--- config.mk ---
export PLATFORM = sky130hd
export DESIGN_NAME = pagerank_scatter_flat
export DESIGN_NICKNAME = d
export VERILOG_FILES = /design/src/rtl/pagerank_scatter_if.sv /design/src/rtl/pagerank_scatter.sv /design/src/flat_wrapper.sv
export SDC_FILE = /design/constraint.sdc
export NUM_CORES = 1
export LEC_CHECK = 0
export ABC_CLOCK_PERIOD_IN_PS = 4550
export CORE_MARGIN = 2
export CORE_UTILIZATION = 30
export CTS_BUF_LIST = sky130_fd_sc_hd__clkbuf_16
export DETAILED_ROUTE_END_ITERATION = 16
export DONT_BUFFER_PORTS = 1
export SYNTH_ARGS = -nofsm -noshare
export SYNTH_HDL_FRONTEND = slang
export SYNTH_SLANG_ARGS = --single-unit
--- constraint.sdc ---
create_clock -name clk -period 4.55 [get_ports clk]
set_input_delay 0.6825 -clock clk [delete_from_list [all_inputs] [get_ports clk]]
set_output_delay 0.6825 -clock clk [all_outputs]
set_load 0.02 [all_outputs]
--- src/rtl/pagerank_scatter_if.sv ---
// Handshake and result bundle for the pagerank scatter divider.
// The requester drives the operands; the scatter block returns lane results.
interface pagerank_scatter_if #(
  parameter int N_LANES = 10,
  parameter int WIDTH   = 32
);
  logic                       start;
  logic [WIDTH-1:0]           pagerank;
  logic [N_LANES-1:0]         link_mask;
  logic                       busy;
  logic [N_LANES*WIDTH-1:0]   partial_pagerank;
  logic [N_LANES-1:0]         enable;
  logic [WIDTH-1:0]           remainder;
  logic                       dangling;
  logic                       done_parallel_division;

  modport master (
    output start, pagerank, link_mask,
    input  busy, partial_pagerank, enable,
    input  remainder, dangling, done_parallel_division
  );

  modport slave (
    input  start, pagerank, link_mask,
    output busy, partial_pagerank, enable,
    output remainder, dangling, done_parallel_division
  );
endinterface

--- src/rtl/pagerank_scatter.sv ---
// Splits a node's pagerank evenly over its outbound links.
// Bit-serial restoring divider; result fanned out to every linked lane.
module pagerank_scatter #(
  parameter int N_LANES = 10,
  parameter int WIDTH   = 32
) (
  input  logic             clk,
  input  logic             reset,
  pagerank_scatter_if.slave bus
);
  localparam int DEG_W = $clog2(N_LANES + 1);
  localparam int CNT_W = $clog2(WIDTH + 1);

  typedef enum logic [1:0] {
    IDLE, COUNT, DIVIDE, DONE
  } state_t;

  state_t state_q, state_d;

  logic [WIDTH-1:0]         pr_q;
  logic [N_LANES-1:0]       mask_q;
  logic [DEG_W-1:0]         deg_q, deg_c;
  logic [DEG_W-1:0]         rem_q, rem_d;
  logic [WIDTH-1:0]         quo_q, quo_d;
  logic [CNT_W-1:0]         cnt_q;
  logic [DEG_W:0]           trial_c;
  logic                     last_c;

  logic [N_LANES*WIDTH-1:0] part_q;
  logic [N_LANES-1:0]       en_q;
  logic [WIDTH-1:0]         remo_q;
  logic                     dang_q;

  // Out-degree is the popcount of the captured link mask.
  always_comb begin
    deg_c = '0;
    for (int i = 0; i < N_LANES; i++)
      deg_c = deg_c + DEG_W'(mask_q[i]);
  end

  // One restoring-division step: shift in the next dividend bit, try subtract.
  always_comb begin
    trial_c = {rem_q, quo_q[WIDTH-1]};
    last_c  = (cnt_q == CNT_W'(WIDTH - 1));
    if (trial_c >= {1'b0, deg_q}) begin
      rem_d = DEG_W'(trial_c - {1'b0, deg_q});
      quo_d = {quo_q[WIDTH-2:0], 1'b1};
    end else begin
      rem_d = trial_c[DEG_W-1:0];
      quo_d = {quo_q[WIDTH-2:0], 1'b0};
    end
  end

  // State register.
  always_ff @(posedge clk) begin
    if (reset) state_q <= IDLE;
    else       state_q <= state_d;
  end

  // Next-state logic; start only matters in IDLE.
  always_comb begin
    state_d = state_q;
    unique case (state_q)
      IDLE:    if (bus.start) state_d = COUNT;
      COUNT:   state_d = (deg_c == '0) ? DONE : DIVIDE;
      DIVIDE:  if (last_c) state_d = DONE;
      DONE:    state_d = IDLE;
      default: state_d = IDLE;
    endcase
  end

  // Operand capture, divider iteration and result registration.
  always_ff @(posedge clk) begin
    if (reset) begin
      pr_q   <= '0;
      mask_q <= '0;
      deg_q  <= '0;
      rem_q  <= '0;
      quo_q  <= '0;
      cnt_q  <= '0;
      part_q <= '0;
      en_q   <= '0;
      remo_q <= '0;
      dang_q <= 1'b0;
    end else begin
      unique case (state_q)
        IDLE: begin
          if (bus.start) begin
            pr_q   <= bus.pagerank;
            mask_q <= bus.link_mask;
          end
        end
        COUNT: begin
          deg_q <= deg_c;
          rem_q <= '0;
          quo_q <= pr_q;
          cnt_q <= '0;
          if (deg_c == '0) begin
            part_q <= '0;
            en_q   <= '0;
            remo_q <= '0;
            dang_q <= 1'b1;
          end
        end
        DIVIDE: begin
          rem_q <= rem_d;
          quo_q <= quo_d;
          cnt_q <= cnt_q + 1'b1;
          if (last_c) begin
            for (int i = 0; i < N_LANES; i++)
              part_q[i*WIDTH +: WIDTH] <= mask_q[i] ? quo_d : '0;
            en_q   <= mask_q;
            remo_q <= WIDTH'(rem_d);
            dang_q <= 1'b0;
          end
        end
        default: ;
      endcase
    end
  end

  assign bus.busy                   = (state_q != IDLE);
  assign bus.done_parallel_division = (state_q == DONE);
  assign bus.partial_pagerank       = part_q;
  assign bus.enable                 = en_q;
  assign bus.remainder              = remo_q;
  assign bus.dangling               = dang_q;
endmodule

--- src/flat_wrapper.sv ---
// flat-port wrapper written by rule: the top's interface ports become plain ports
module pagerank_scatter_flat 
#(
  parameter int N_LANES = 10,
  parameter int WIDTH   = 32
)
  (clk, reset, bus_start, bus_pagerank, bus_link_mask, bus_busy, bus_partial_pagerank, bus_enable, bus_remainder, bus_dangling, bus_done_parallel_division);
  pagerank_scatter_if #(.N_LANES(N_LANES), .WIDTH(WIDTH)) bus_i ();
  input  logic clk;
  input  logic reset;
  input wire logic [$bits(bus_i.start)-1:0] bus_start;
  input wire logic [$bits(bus_i.pagerank)-1:0] bus_pagerank;
  input wire logic [$bits(bus_i.link_mask)-1:0] bus_link_mask;
  output wire logic [$bits(bus_i.busy)-1:0] bus_busy;
  output wire logic [$bits(bus_i.partial_pagerank)-1:0] bus_partial_pagerank;
  output wire logic [$bits(bus_i.enable)-1:0] bus_enable;
  output wire logic [$bits(bus_i.remainder)-1:0] bus_remainder;
  output wire logic [$bits(bus_i.dangling)-1:0] bus_dangling;
  output wire logic [$bits(bus_i.done_parallel_division)-1:0] bus_done_parallel_division;
  assign bus_i.start = bus_start;
  assign bus_i.pagerank = bus_pagerank;
  assign bus_i.link_mask = bus_link_mask;
  assign bus_busy = bus_i.busy;
  assign bus_partial_pagerank = bus_i.partial_pagerank;
  assign bus_enable = bus_i.enable;
  assign bus_remainder = bus_i.remainder;
  assign bus_dangling = bus_i.dangling;
  assign bus_done_parallel_division = bus_i.done_parallel_division;
  pagerank_scatter #(.N_LANES(N_LANES), .WIDTH(WIDTH)) u_core (.clk(clk), .reset(reset), .bus(bus_i));
endmodule
# ---- Yosys cells after proc, flatten, opt, wreduce, memory -nomap -nowiden
# Index checks and enable logic that the tools add are counted.
dict set report op_classes {
  order_cmp 1
  add_sub_neg 11
  mux 31
  eq_ne 7
  reduce_logical 7
}
# op count
set op_table {}
lappend op_table {{2-to-1 mux 320 bit} 2}
lappend op_table {{one-hot mux 320 bit (2 select lines)} 1}
lappend op_table {{2-to-1 mux 32 bit} 12}
lappend op_table {{one-hot mux 32 bit (2 select lines)} 2}
lappend op_table {{adder 4 x 1 -> 4 bit} 8}
lappend op_table {{2-to-1 mux 10 bit} 2}
lappend op_table {{one-hot mux 10 bit (2 select lines)} 1}
lappend op_table {{one-hot mux 6 bit (2 select lines)} 1}
lappend op_table {{one-hot mux 2 bit (4 select lines)} 1}
lappend op_table {{one-hot mux 4 bit (2 select lines)} 1}
lappend op_table {{adder 6 x 1 -> 6 bit, second input constant} 1}
lappend op_table {{equality test 6 x 5 -> 1 bit, second input constant} 1}
lappend op_table {{>= comparator 5 x 4 -> 1 bit} 1}
lappend op_table {{equality test 2 bit, second input constant} 2}
lappend op_table {{zero test 4 bit} 1}
lappend op_table {{2-to-1 mux 1 bit} 4}
lappend op_table {{2-to-1 mux 2 bit} 2}
lappend op_table {{2-to-1 mux 4 bit} 1}
lappend op_table {{!= test 2 x 1 -> 1 bit, second input constant} 2}
lappend op_table {{AND reduction 2 bit} 2}
lappend op_table {{nonzero test 2 bit} 2}
lappend op_table {{subtractor 4 bit} 1}
lappend op_table {{AND reduction 3 bit} 1}
lappend op_table {{adder 1 x 1 -> 2 bit} 1}
lappend op_table {{4 further kinds} 4}
dict set report word_totals {
  output_inout_bits 365
  input_bits 45
  regBits 453
}

# ---- Depth between registers and ports, before layout
dict set report depth {
  ltp_word 12
  depth_mapped 17
}

# ---- Least setup slack after synthesis
# Ideal clock, no wire load.
dict set report synth_path {
  path_type {register to register}
  start {reg u_core.mask_q[0]}
  end {reg u_core.dang_q, in the netlist u_core.bus.dangling}
  path_slack_ps 528
  required_ps 4464
  stages_incl_launch_ff 17
  period_less_slack_ps 4022
  n_path_buf 3
  arrival_ps 3936
  cell_sequence {dfxtp_1 -> ha_1 -> inv_1 -> fa_1 -> fa_1 -> fa_1 -> inv_1 -> fa_1 -> inv_1 -> fa_1 -> nor2b_1 -> o2111a_2 -> o21a_1 -> buf_6 -> buf_6 -> buf_6 -> a211oi_1}
}
dict set report synth_between {
  elab_chain_cells 12
}
# element line_no
set synth_rtl {}
lappend synth_rtl {{from (decl)} pagerank_scatter.sv:21} ;# logic [N_LANES-1:0] mask_q;
lappend synth_rtl {{from (signal assigned)} pagerank_scatter.sv:90} ;# mask_q <= bus.link_mask;
lappend synth_rtl {{adder 1 x 1 -> 2 bit} pagerank_scatter.sv:38} ;# deg_c = deg_c + DEG_W'(mask_q[i]);
lappend synth_rtl {{adder 4 x 1 -> 4 bit (8 in a row)} pagerank_scatter.sv:38}
lappend synth_rtl {{zero test 4 bit} pagerank_scatter.sv:98} ;# if (deg_c == '0) begin
lappend synth_rtl {{!= test 2 x 1 -> 1 bit (no line)} -}
lappend synth_rtl {{AND reduction 3 bit (no line)} -}
lappend synth_rtl {{to (signal assigned)} pagerank_scatter.sv:84} ;# dang_q <= 1'b0;
lappend synth_rtl {{to (signal assigned)} pagerank_scatter.sv:102} ;# dang_q <= 1'b1;
lappend synth_rtl {{to (signal assigned)} pagerank_scatter.sv:114} ;# dang_q <= 1'b0;
lappend synth_rtl {{to (decl)} pagerank_scatter.sv:32} ;# logic dang_q;
# No other way between the ends.
# A chain may end at the register's enable or synchronous reset.

# ---- Final worst setup path
dict set report layout_path {
  start {reg u_core.mask_q[1]}
  end {reg u_core.part_q[247], in the netlist u_core.bus.partial_pagerank[247]}
}
dict set report layout_between {
  elab_chain_cells 12
}
# element line_no
set layout_rtl {}
lappend layout_rtl {{adder 1 x 1 -> 2 bit} pagerank_scatter.sv:38}
lappend layout_rtl {{adder 4 x 1 -> 4 bit (8 in a row)} pagerank_scatter.sv:38}
lappend layout_rtl {{zero test 4 bit} pagerank_scatter.sv:98}
lappend layout_rtl {{!= test 2 x 1 -> 1 bit (no line)} -}
lappend layout_rtl {{AND reduction 3 bit (no line)} -}
lappend layout_rtl {{to (signal, indexed assignment)} pagerank_scatter.sv:111} ;# part_q[i*WIDTH +: WIDTH] <= mask_q[i] ? quo_d : '0;
lappend layout_rtl {{to (decl)} pagerank_scatter.sv:29} ;# logic [N_LANES*WIDTH-1:0] part_q;
# No other way between the ends.

==> flow_summary_export.csv <==
group,metric,value,unit
yosys,synthesis.area,0.0166,mm²
critical_path,cp_num_buf_inv,5,
floorplanning,die_w,239,µm
yosys,seq_cells_post_synth,425,
placed_design,buffer_ports.inserted,0,
floorplanning,num_io_pins,410,
cells_and_area,area_growth,11.9,%
floorplanning,floorplan.die.height,239,µm
sta,worstMarginPinSlew,1.15,ns
clocking,clk_pin_slew,0.06,ns
power_and_ir_drop,irDropWorstVdd,481,µV
sta,fin_worst_hold_slack,0.195,ns
critical_path,critical_path.most_common_cell,"sky130_fd_sc_hd__fa_1",
drt,vias,14124,
global_route,grt_max_degree,420,
critical_path,worst_ep_required_time,5.03,ns
critical_path,crit_path_max_incr_delay,0.51,ns
critical_path,critical_path.startpoint_type,"flop",
sta,final_hold_viol_count,0,
cells_and_area,layout_common_cells,"sky130_fd_sc_hd__nand2_1, sky130_fd_sc_hd__dfxtp_1, sky130_fd_sc_hd__a21oi_1, sky130_fd_sc_hd__nand3_1, sky130_fd_sc_hd__clkbuf_16",
clocking,clock_latency_on_the_worst_skew_pair,0.59,ns
global_route,groute.usage.overall,0.211,
critical_path,ff2ff_path_depth,16,
critical_path,crit_type,"reg2reg",
placed_design,dp_cells,2581,
cells_and_area,post_layout_cell_count,2668,
sta,max_clk_rate,226,MHz
cells_and_area,design.final.nets,1998,
clocking,root_buffer,"sky130_fd_sc_hd__clkbuf_16",
yosys,synth_seq_area_share,0.513,
drt,drt-total-wl,63600,µm
clocking,cts-root-to-sink-buffers,3,
drt,drt_first_iter_violations,1326,
clocking,htreeDepth,2,
critical_path,crit_slowest_cell,"sky130_fd_sc_hd__fa_1",
drt,final_antenna_net_count,0,
min_path,hold_path.class,"in2reg",
critical_path,startpoint,"u_core.mask_q[1]$_SDFFE_PP0P_",
clocking,tritoncts,"yes",
critical_path,crit_fanout,27,
yosys,synthesis.instances,2029,
global_route,grt_overflow,0,
power_and_ir_drop,pwr_density_cell,720,mW/mm²
cells_and_area,layout-drive-gt1-share,0.0734,
drt,first_pass_iters,8,
sta,timing.final.max_slew_violations,0,
critical_path,reg2reg_from,"u_core.mask_q[1]$_SDFFE_PP0P_",
sta,period_minus_slack,4.43,ns
global_route,grt_antenna_before_repair,2,
sta,setup-violations-final,0,
run_status,status,"complete, no violations",
floorplanning,floorplan.core_area,0.0549,mm²
floorplanning,row_count,86,
placed_design,gp_congestion,0.804,
critical_path,worstSetupEndpointType,"flop",
yosys,synth.avg_cell_area,8.17,µm²
global_route,grt_pass1_wl,88600,µm
drt,drt-wirelength-per-cell,23.8,µm
min_path,count_of_cells_along_the_worst_hold_path,1,
yosys,ys_types,40,
drt,drt_drc_violations_left,0,
floorplanning,start_util,0.302,
job,drv_cap,0,
critical_path,cp_cell_sequence,"ha_1 > inv_1 > fa_1 > fa_1 > fa_1 > inv_1 > fa_1 > inv_1 > fa_1 > nor2b_1 > o2111a_2 > o21ai_4 > buf_12 > clkbuf_16 > nand2_1 > a21oi_1",
sta,timing.clock.skew,0.0245,ns
yosys,yosysWarningCount,0,
critical_path,cpLargestDelayFamily,"adder cells",
floorplanning,floorplan.die_area,0.0572,mm²
sta,slew_headroom,0.232,
global_route,number_of_global_route_vias_before_repair,12885,
sta,fin_crit_sh,0.974,
sta,tns,0,ns
power_and_ir_drop,cellLeakagePower,6.02,nW
clocking,cts_num_sinks,425,
placed_design,hpwlAfterDp,39900,µm
min_path,timing.hold.worst.start,"reset",
critical_path,worst-path-stages,16,
cells_and_area,mostFrequentLayoutCell,"sky130_fd_sc_hd__nand2_1",
clocking,tritoncts.num_buffers,46,
drt,route.detailed.vias_per_inst,5.29,
critical_path,arrival,4.91,ns
-- cells in the mapped netlist, drive strengths merged --
master | count | area share
nand2 | 436 | 0.099
dfxtp | 425 | 0.51
a21oi | 381 | 0.12
nand3 | 321 | 0.097
clkbuf | 122 | 0.028
buf | 116 | 0.049
nor2 | 51 | 0.012
a211oi | 35 | 0.016
mux2i | 35 | 0.021
inv | 29 | 0.0066
ha | 15 | 0.011
o21ai | 9 | 0.0036
fa | 7 | 0.0085
and2 | 6 | 0.0023
nand2b | 6 | 0.0023
nand4 | 4 | 0.0015
o2111ai | 4 | 0.0021
xnor2 | 4 | 0.0021
o21a | 3 | 0.0014
o211ai | 2 | 0.00091
or2 | 2 | 0.00075
or3 | 2 | 0.00075
xor2 | 2 | 0.0011
a211o | 1 | 0.00053
a21bo | 1 | 0.00060
a21boi | 1 | 0.00045
and4b | 1 | 0.00060
conb | 1 | 0.00023
nand3b | 1 | 0.00045
nand4b | 1 | 0.00053
nor2b | 1 | 0.00038
o2111a | 1 | 0.00075
o221ai | 1 | 0.00053
o22ai | 1 | 0.00038
o31ai | 1 | 0.00045
-- power breakdown --
| group | internal, W | total (W) | switching, W |
|---|---|---|---|
| Clock | 0.00208 | 0.00361 | 0.00153 |
| Sequential | 0.00393 | 0.00443 | 0.000498 |
| Combinational | 0.00164 | 0.00531 | 0.00367 |
-- logic make-up (layout without fill, tap and decap cells) --
kind of cell | count (synthesis) | count (layout) | share of synthesized area
and+or+nand+nor | 832 | 832 | 0.217
AOI/OAI and AO/OA | 441 | 441 | 0.143
DFF | 425 | 425 | 0.513
buffers and inverters | 267 | 174 | 0.0833
muxes | 35 | 35 | 0.0211
adders and majority gates | 22 | 22 | 0.0198
xor gates and xnor gates | 6 | 6 | 0.00317
other | 1 | 29 | 0.000226
-- worst reg2reg max path, stage by stage, from the launching register on --
cell	delay, ns
sky130_fd_sc_hd__dfxtp_1	0.33
sky130_fd_sc_hd__ha_1	0.27
sky130_fd_sc_hd__inv_1	0.05
sky130_fd_sc_hd__fa_1	0.52
sky130_fd_sc_hd__fa_1	0.44
sky130_fd_sc_hd__fa_1	0.49
sky130_fd_sc_hd__inv_1	0.05
sky130_fd_sc_hd__fa_1	0.37
sky130_fd_sc_hd__inv_1	0.09
sky130_fd_sc_hd__fa_1	0.41
sky130_fd_sc_hd__nor2b_1	0.15
sky130_fd_sc_hd__o2111a_2	0.18
sky130_fd_sc_hd__o21ai_4	0.27
sky130_fd_sc_hd__buf_12	0.25
sky130_fd_sc_hd__clkbuf_16	0.27
sky130_fd_sc_hd__nand2_1	0.07
sky130_fd_sc_hd__a21oi_1	0.14
-- path summary, 6_finish.rpt --
check | end | slack [ns]
setup / recovery | u_core.bus.partial_pagerank[247]$_SDFFE_PP0P_ | 0.12
hold / removal | u_core.bus.enable[4]$_SDFFE_PP0P_ | 0.19
setup reg to reg | u_core.bus.partial_pagerank[247]$_SDFFE_PP0P_ | 0.12
hold reg to reg | u_core.pr_q[12]$_SDFFE_PP0P_ | 0.45
-- stage by stage --
step / total power, W / util / area (µm²) / worst slack [ns]
after floorplan: 0.00784 / - / 16700 / 0.528
after global placement: 0.00941 / 0.309 / 17000 / 0.218
after detailed placement: 0.00948 / 0.309 / 17000 / 0.180
after CTS: 0.0131 / 0.335 / 18400 / 0.157
after global routing: 0.0140 / 0.338 / 18500 / -0.00929
final: 0.0134 / 0.338 / 18600 / 0.119
-- registers in the layout, summed over array words and instances (netlist names) --
name                         cells
u_core.bus.remainder             4
u_core.quo_q                    32
u_core.state_q                   2
u_core.mask_q                   10
u_core.cnt_q                     6
u_core.pr_q                     32
u_core.deg_q                     4
u_core.bus.partial_pagerank    320
u_core.bus.dangling              1
u_core.bus.enable               10
u_core.rem_q                     4
-- repair_timing --
| action | 4_1_cts | 5_1_grt |
|---|---|---|
| hold buffers | 0 | 0 |
| endpoints found under the setup margin | 0 | 26 |
| resized for setup | 0 | 10 |
| buffers inserted | 0 | 3 |
-- cell type report --
| type | count | area (µm²) |
|---|---|---|
| Tap cell | 704 | 881 |
| Timing Repair Buffer | 65 | 783 |
| Antenna cell | 1 | 2.50 |
| Multi-Input combinational cell | 1364 | 6850 |
| Inverter | 29 | 109 |
| Fill cell | 5721 | 36300 |
| Clock inverter | 33 | 243 |
| Sequential cell | 425 | 8510 |
| Clock buffer | 47 | 1180 |
-- layer usage --
metal	vias to the layer above	GRT usage	wire [µm]
met5	-	0	0
met4	0	0.0795	2340
met3	117	0.0629	6160
met2	626	0.337	29400
met1	6827	0.268	25600
li1	6554	-	-
No activity file was read; power rests on OpenSTA's default activity.
